--- src/rtl/div_8x4_seq_if.sv ---
// ---------------------------------------------------------------------------
// div_8x4_seq_if
//   Start/busy/done handshake bundle for the sequential 8x4 divider.
//
//   start        master -> slave  request, taken on an edge where busy=0
//   dividend     master -> slave  DIVIDEND_W-bit operand
//   divisor      master -> slave  DIVISOR_W-bit operand
//   busy         slave  -> master division in progress
//   done         slave  -> master one-cycle completion pulse
//   quotient     slave  -> master DIVIDEND_W-bit result, held
//   remainder    slave  -> master DIVISOR_W-bit result, held
//   div_by_zero  slave  -> master divisor was zero, held with results
// ---------------------------------------------------------------------------
interface div_8x4_seq_if #(
  parameter int DIVIDEND_W = 8,
  parameter int DIVISOR_W  = 4
);
  logic                  start;
  logic [DIVIDEND_W-1:0] dividend;
  logic [DIVISOR_W-1:0]  divisor;
  logic                  busy;
  logic                  done;
  logic [DIVIDEND_W-1:0] quotient;
  logic [DIVISOR_W-1:0]  remainder;
  logic                  div_by_zero;

  modport master (
    output start, dividend, divisor,
    input  busy, done, quotient, remainder, div_by_zero
  );

  modport slave (
    input  start, dividend, divisor,
    output busy, done, quotient, remainder, div_by_zero
  );
endinterface

--- src/rtl/div_8x4_seq.sv ---
// ---------------------------------------------------------------------------
// div_8x4_seq
//   Sequential radix-2 restoring divider, one quotient bit per clock.
//   Unsigned: done appears DIVIDEND_W+1 cycles after the accepting edge
//   (counting that edge's cycle as 1). Divisor 0 skips iteration and
//   reports quotient all-ones, remainder 0, div_by_zero=1.
//
//   Optional feature macro: DIV_SIGNED_EN
//     defined   -> two's complement operands; iteration runs on magnitudes
//                  and an extra FIX cycle restores the signs.
//     undefined -> unsigned only, no FIX state.
//
//   Ports:
//     clk    rising-edge clock
//     rst_n  asynchronous active-low reset
//     bus    div_8x4_seq_if.slave handshake and result bundle
// ---------------------------------------------------------------------------
module div_8x4_seq #(
  parameter int DIVIDEND_W = 8,
  parameter int DIVISOR_W  = 4
) (
  input logic           clk,
  input logic           rst_n,
  div_8x4_seq_if.slave  bus
);

  localparam int CNT_W = (DIVIDEND_W > 1) ? $clog2(DIVIDEND_W) : 1;

  typedef enum logic [1:0] {
    S_IDLE = 2'd0,
    S_CALC = 2'd1,
`ifdef DIV_SIGNED_EN
    S_FIX  = 2'd3,
`endif
    S_DONE = 2'd2
  } state_t;

  state_t state, state_next;

  logic [DIVIDEND_W-1:0] dvd_sh;    // dividend bits out at MSB, quotient bits in at LSB
  logic [DIVISOR_W-1:0]  dvs_r;
  logic [DIVISOR_W:0]    part;      // partial remainder
  logic [CNT_W-1:0]      cnt;
  logic [DIVIDEND_W-1:0] quot_r;
  logic [DIVISOR_W-1:0]  rem_r;
  logic                  dbz_r;
`ifdef DIV_SIGNED_EN
  logic                  q_neg;
  logic                  r_neg;
`endif

  logic                  accept;
  logic                  last;
  logic [DIVISOR_W+1:0]  wide;
  logic [DIVISOR_W+1:0]  p_diff;
  logic [DIVISOR_W:0]    p_step;
  logic [DIVIDEND_W-1:0] q_step;

  assign accept = bus.start && (state == S_IDLE || state == S_DONE);
  assign last   = (cnt == CNT_W'(DIVIDEND_W - 1));

  // ---------------- state register ----------------
  // NOTE: sequential state uses non-blocking assignments so every register
  // samples pre-edge values regardless of process ordering.
  always_ff @(posedge clk or negedge rst_n) begin
    if (!rst_n) state <= S_IDLE;
    else        state <= state_next;
  end

  // ---------------- next-state logic ----------------
  // NOTE: every always_comb output gets a default first so no path can
  // leave it unassigned and infer a latch.
  always_comb begin
    state_next = state;
    unique case (state)
      S_IDLE, S_DONE: begin
        if (accept) state_next = (bus.divisor == '0) ? S_DONE : S_CALC;
        else        state_next = S_IDLE;
      end
      S_CALC: begin
`ifdef DIV_SIGNED_EN
        if (last) state_next = S_FIX;
`else
        if (last) state_next = S_DONE;
`endif
      end
`ifdef DIV_SIGNED_EN
      S_FIX:   state_next = S_DONE;
`endif
      default: state_next = S_IDLE;
    endcase
  end

  // ---------------- output decode (from registered state only) ----------------
  always_comb begin
    bus.busy = 1'b0;
    bus.done = 1'b0;
    unique case (state)
      S_CALC:  bus.busy = 1'b1;
`ifdef DIV_SIGNED_EN
      S_FIX:   bus.busy = 1'b1;
`endif
      S_DONE:  bus.done = 1'b1;
      default: ;
    endcase
  end

  assign bus.quotient    = quot_r;
  assign bus.remainder   = rem_r;
  assign bus.div_by_zero = dbz_r;

  // ---------------- one restoring step ----------------
  // The shifted partial remainder is widened by one bit so the MSB of the
  // trial difference is its sign.
  always_comb begin
    wide   = {part, dvd_sh[DIVIDEND_W-1]};
    p_diff = wide - {2'b00, dvs_r};
    if (p_diff[DIVISOR_W+1]) begin
      p_step = wide[DIVISOR_W:0];
      q_step = {dvd_sh[DIVIDEND_W-2:0], 1'b0};
    end else begin
      p_step = p_diff[DIVISOR_W:0];
      q_step = {dvd_sh[DIVIDEND_W-2:0], 1'b1};
    end
  end

  // ---------------- datapath ----------------
  // NOTE: the datapath is a handful of flops, not a memory, so every one is
  // reset; an aborted operation leaves nothing behind.
  always_ff @(posedge clk or negedge rst_n) begin
    if (!rst_n) begin
      dvd_sh <= '0;
      dvs_r  <= '0;
      part   <= '0;
      cnt    <= '0;
      quot_r <= '0;
      rem_r  <= '0;
      dbz_r  <= 1'b0;
`ifdef DIV_SIGNED_EN
      q_neg  <= 1'b0;
      r_neg  <= 1'b0;
`endif
    end else if (accept) begin
      part <= '0;
      cnt  <= '0;
`ifdef DIV_SIGNED_EN
      // Magnitudes stay unsigned, so the most negative values still fit.
      dvd_sh <= bus.dividend[DIVIDEND_W-1] ? -bus.dividend : bus.dividend;
      dvs_r  <= bus.divisor[DIVISOR_W-1]   ? -bus.divisor  : bus.divisor;
      q_neg  <= bus.dividend[DIVIDEND_W-1] ^ bus.divisor[DIVISOR_W-1];
      r_neg  <= bus.dividend[DIVIDEND_W-1];
`else
      dvd_sh <= bus.dividend;
      dvs_r  <= bus.divisor;
`endif
      if (bus.divisor == '0) begin
        quot_r <= '1;
        rem_r  <= '0;
        dbz_r  <= 1'b1;
      end else begin
        quot_r <= '0;
        rem_r  <= '0;
        dbz_r  <= 1'b0;
      end
    end else if (state == S_CALC) begin
      dvd_sh <= q_step;
      part   <= p_step;
      cnt    <= cnt + 1'b1;
`ifndef DIV_SIGNED_EN
      if (last) begin
        quot_r <= q_step;
        rem_r  <= p_step[DIVISOR_W-1:0];
      end
`endif
    end
`ifdef DIV_SIGNED_EN
    else if (state == S_FIX) begin
      quot_r <= q_neg ? -dvd_sh : dvd_sh;
      rem_r  <= r_neg ? -part[DIVISOR_W-1:0] : part[DIVISOR_W-1:0];
    end
`endif
  end

endmodule

--- src/flat_wrapper.sv ---
// flat-port wrapper written by rule: the top's interface ports become plain ports
module div_8x4_seq_flat 
#(
  parameter int DIVIDEND_W = 8,
  parameter int DIVISOR_W  = 4
)
  (clk, rst_n, bus_start, bus_dividend, bus_divisor, bus_busy, bus_done, bus_quotient, bus_remainder, bus_div_by_zero);
  div_8x4_seq_if #(.DIVIDEND_W(DIVIDEND_W), .DIVISOR_W(DIVISOR_W)) bus_i ();
  input logic clk;
  input logic rst_n;
  input wire logic [$bits(bus_i.start)-1:0] bus_start;
  input wire logic [$bits(bus_i.dividend)-1:0] bus_dividend;
  input wire logic [$bits(bus_i.divisor)-1:0] bus_divisor;
  output wire logic [$bits(bus_i.busy)-1:0] bus_busy;
  output wire logic [$bits(bus_i.done)-1:0] bus_done;
  output wire logic [$bits(bus_i.quotient)-1:0] bus_quotient;
  output wire logic [$bits(bus_i.remainder)-1:0] bus_remainder;
  output wire logic [$bits(bus_i.div_by_zero)-1:0] bus_div_by_zero;
  assign bus_i.start = bus_start;
  assign bus_i.dividend = bus_dividend;
  assign bus_i.divisor = bus_divisor;
  assign bus_busy = bus_i.busy;
  assign bus_done = bus_i.done;
  assign bus_quotient = bus_i.quotient;
  assign bus_remainder = bus_i.remainder;
  assign bus_div_by_zero = bus_i.div_by_zero;
  div_8x4_seq #(.DIVIDEND_W(DIVIDEND_W), .DIVISOR_W(DIVISOR_W)) u_core (.clk(clk), .rst_n(rst_n), .bus(bus_i));
endmodule
--- config.mk ---
export PLATFORM = sky130hd
export DESIGN_NAME = div_8x4_seq_flat
export DESIGN_NICKNAME = d
export VERILOG_FILES = /design/src/rtl/div_8x4_seq_if.sv /design/src/rtl/div_8x4_seq.sv /design/src/flat_wrapper.sv
export SDC_FILE = /design/constraint.sdc
export NUM_CORES = 1
export LEC_CHECK = 0
export BUFFER_PORTS_ARGS = -buffer_cell sky130_fd_sc_hd__buf_4
export CORE_MARGIN = 2
export CORE_UTILIZATION = 51
export DETAILED_ROUTE_END_ITERATION = 8
export PLACE_DENSITY = 0.74
export SYNTH_ARGS = -nofsm -noshare
export SYNTH_HDL_FRONTEND = slang
export SYNTH_SLANG_ARGS = --single-unit
--- constraint.sdc ---
create_clock -name clk -period 5.2 [get_ports clk]
set_input_delay 1.04 -clock clk [delete_from_list [all_inputs] [get_ports clk]]
set_output_delay 1.04 -clock clk [all_outputs]
set_load 0.1 [all_outputs]
==> flow_summary.yaml <==
floorplanning:
  die_w_um: 60.9
  initial_utilization_pct: 53.7
  rows: 20
  core_area_um2: 3080
  io_pins: 30
  die_y_um: 60.9
  dieArea_um2: 3710
worst_setup_path:
  critPathMaxFanout: 19
  path_cells: "nand2b_1 > clkinv_1 > buf_4"
  crit_required_ns: 4.16
  cpPeakStageDelay_ns: 0.45
  critPathKind: "reg2out"
  cp_slowest_cell: "clkinv_1"
  critPathLaunchType: "register"
  arrival_ns: 1.81
  crit_path_end_kind: "output port"
clocking:
  cts_made_buffers: 5
  clkSinkCount: 35
  cts_tree: "built"
  clock_latency_ns: 0.34
  ctsRootBufferMaster: "clkbuf_4"
  post_cts_buffers: 0
  cts_resized: 0
  cts_hold_buffers: 0
  clk_pin_slew_worst_paths_ns: 0.11
  cts_buffer_depth: 2
  h-tree-depth: 2
yosys:
  ys_warn_count: 0
  yosysSeqAreaShare_pct: 53.0
  netlist_area_um2: 1650
  synthCells: 168
  syn_nets: 190
  ys_ff_latch: 35
  avgSynthCellArea_um2: 9.83
  yosysUniqueCellTypes: 38
global_route:
  grt_pass1_vias: 1322
  antenna_found_initial: 0
  grt-ovfl-total: 0
  grt_pass1_wl_um: 6090
  grt_max_degree: 36
  grt_use_total_pct: 22.8
layout:
  num_antenna_cells: 0
  drive_above_1_share_pct: 20.7
  n_fill_cell: 279
  syn_to_final_growth_pct: 20.2
  nNetsFinal: 219
sta:
  period_share_pct: 54.9
  finalHoldViolations: 0
  setup_viol: 0
  fmax_mhz: 350
  setup_tns_ns: 0
  slew_headroom_pct: 46.7
  finClkSkew_ns: 0.0124
  finalMaxSlewViolations: 0
  post-route-min-period_ns: 2.85
  rsz0062_at_grt: "no"
  tightest_slew_ns: 0.796
hold_path:
  hp-class: "reg2reg"
route:
  wl_per_cell_um: 15.0
  finalWirelength_um: 3640
  firstDrtPassIters: 4
  vias: 1371
  drc: 0
  initialDrtViolationCount: 63
  ant_nets: 0
  viasPerCell: 5.67
run_status:
  status: "finished, final reports clean"
placed_design:
  globalplace.congestion: 0.792
  io_buffers: 29
  detailed_place_hpwl_um: 2620
job:
  cap_viol_max_count: 0
==> cells by family after synthesis <==
group                    after synthesis  synth area share, %
multiplexers                           3                 1.89
AO/OA/AOI/OAI                         48                 18.9
buffers and inverters                 14                 3.33
flip-flops                            35                 53.0
AND/OR/NAND/NOR                       59                 16.0
XOR/XNOR                               2                 1.06
adder cells (fa/ha/maj)                7                 5.76
==> layout make-up <==
cell class	instances	area [um^2]	area share (%)
inverter	6	22.5	1.13
multi-input combinational	119	721	36.3
tap	44	55.1	2.77
timing repair buffer	30	225	11.3
clock buffer	6	51.3	2.58
clock inverter	2	35.0	1.76
sequential	35	876	44.1
==> Yosys cell counts (all sizes together) <==
cell     instances  area share, %
and2             2           0.76
nor2b            3            1.1
nand2           41            9.3
inv              5            1.1
nor4b            1           0.53
o2111ai          2            1.1
dfrtp           35             53
o21a             1           0.45
clkinv           1           0.23
nor4             1           0.38
ha               6            4.5
nand3            4            1.2
or3              1           0.68
fa               1            1.2
o31a             1           0.53
a21boi           1           0.45
o22ai            1           0.38
or4              1           0.45
o21ai           15            4.5
nor3             1           0.30
nor2             2           0.45
xor2             1           0.53
a21o             1           0.45
a22o             3            1.6
a22oi            7            3.2
a31oi            7            2.7
xnor2            1           0.53
mux2i            2            1.2
a21oi            6            1.8
clkbuf           5            1.1
a221o            1           0.61
nand2b           2           0.76
mux2             1           0.68
o211ai           2            1.2
buf              3           0.83
==> registers in the layout, indices dropped and copies added, names as in the netlist <==
name / count
u_core.bus.div_by_zero: 1
u_core.dvs_r: 4
u_core.cnt: 3
u_core.state: 2
u_core.bus.remainder: 4
u_core.dvd_sh: 8
u_core.part: 5
u_core.bus.quotient: 8
==> through the flow <==
step	hold WS [ns]	setup slack [ns]	area [um^2]	utilization [%]	std cells
final	0.494	2.35	1990	64.5	242
after global routing	0.521	2.23	1990	64.5	242
after CTS	0.496	2.38	1990	64.5	242
after detailed placement	0.470	2.75	1900	61.7	234
after global placement	0.465	2.79	1900	61.7	234
after floorplan	0.452	2.43	1650	-	168
==> worst paths after layout <==
path | to | start | slack [ns] | depth (start not counted)
max in group asynchronous | u_core.bus.remainder[0] | rst_n | 4.25 | 1
min reg2reg | u_core.dvs_r[0] | u_core.dvs_r[0] | 0.49 | 2
max | bus_busy | u_core.state[0] | 2.35 | 3
min in group asynchronous | u_core.bus.quotient[0] | rst_n | 0.62 | 1
min | u_core.dvs_r[0] | u_core.dvs_r[0] | 0.49 | 2
max reg2reg | u_core.part[0] | u_core.part[0] | 3.03 | 6
==> cells in the final DEF, fill, tap and decap left out, drive strengths merged, types with 3 or more instances in the layout <==
cell type and instances:
dfrtp 35, a21oi 6, nand3 4, inv 5, a22oi 7, a31oi 7
ha 6, buf 30, a22o 3, nand2 41, nor2b 3, o21ai 15
clkbuf 6
==> routing by layer <==
layer	track usage, %	share of wire, %	vias to the layer above
li1	-	-	650
met1	30.5	43	665
met2	35.6	50	48
met3	5.76	5.9	8
met4	9.01	1.6	0
met5	0	0	-
==> worst max-delay path, delay by kind of cell (launching register included) <==
family                 cells  cell delay (ns)
flip-flops                 1             0.42
buffers and inverters      2             0.86
AND/OR/NAND/NOR            1             0.20
Power is left out: the tool's default activity adds up to more than one toggle a clock period on the data nets, which glitch-free logic cannot reach.
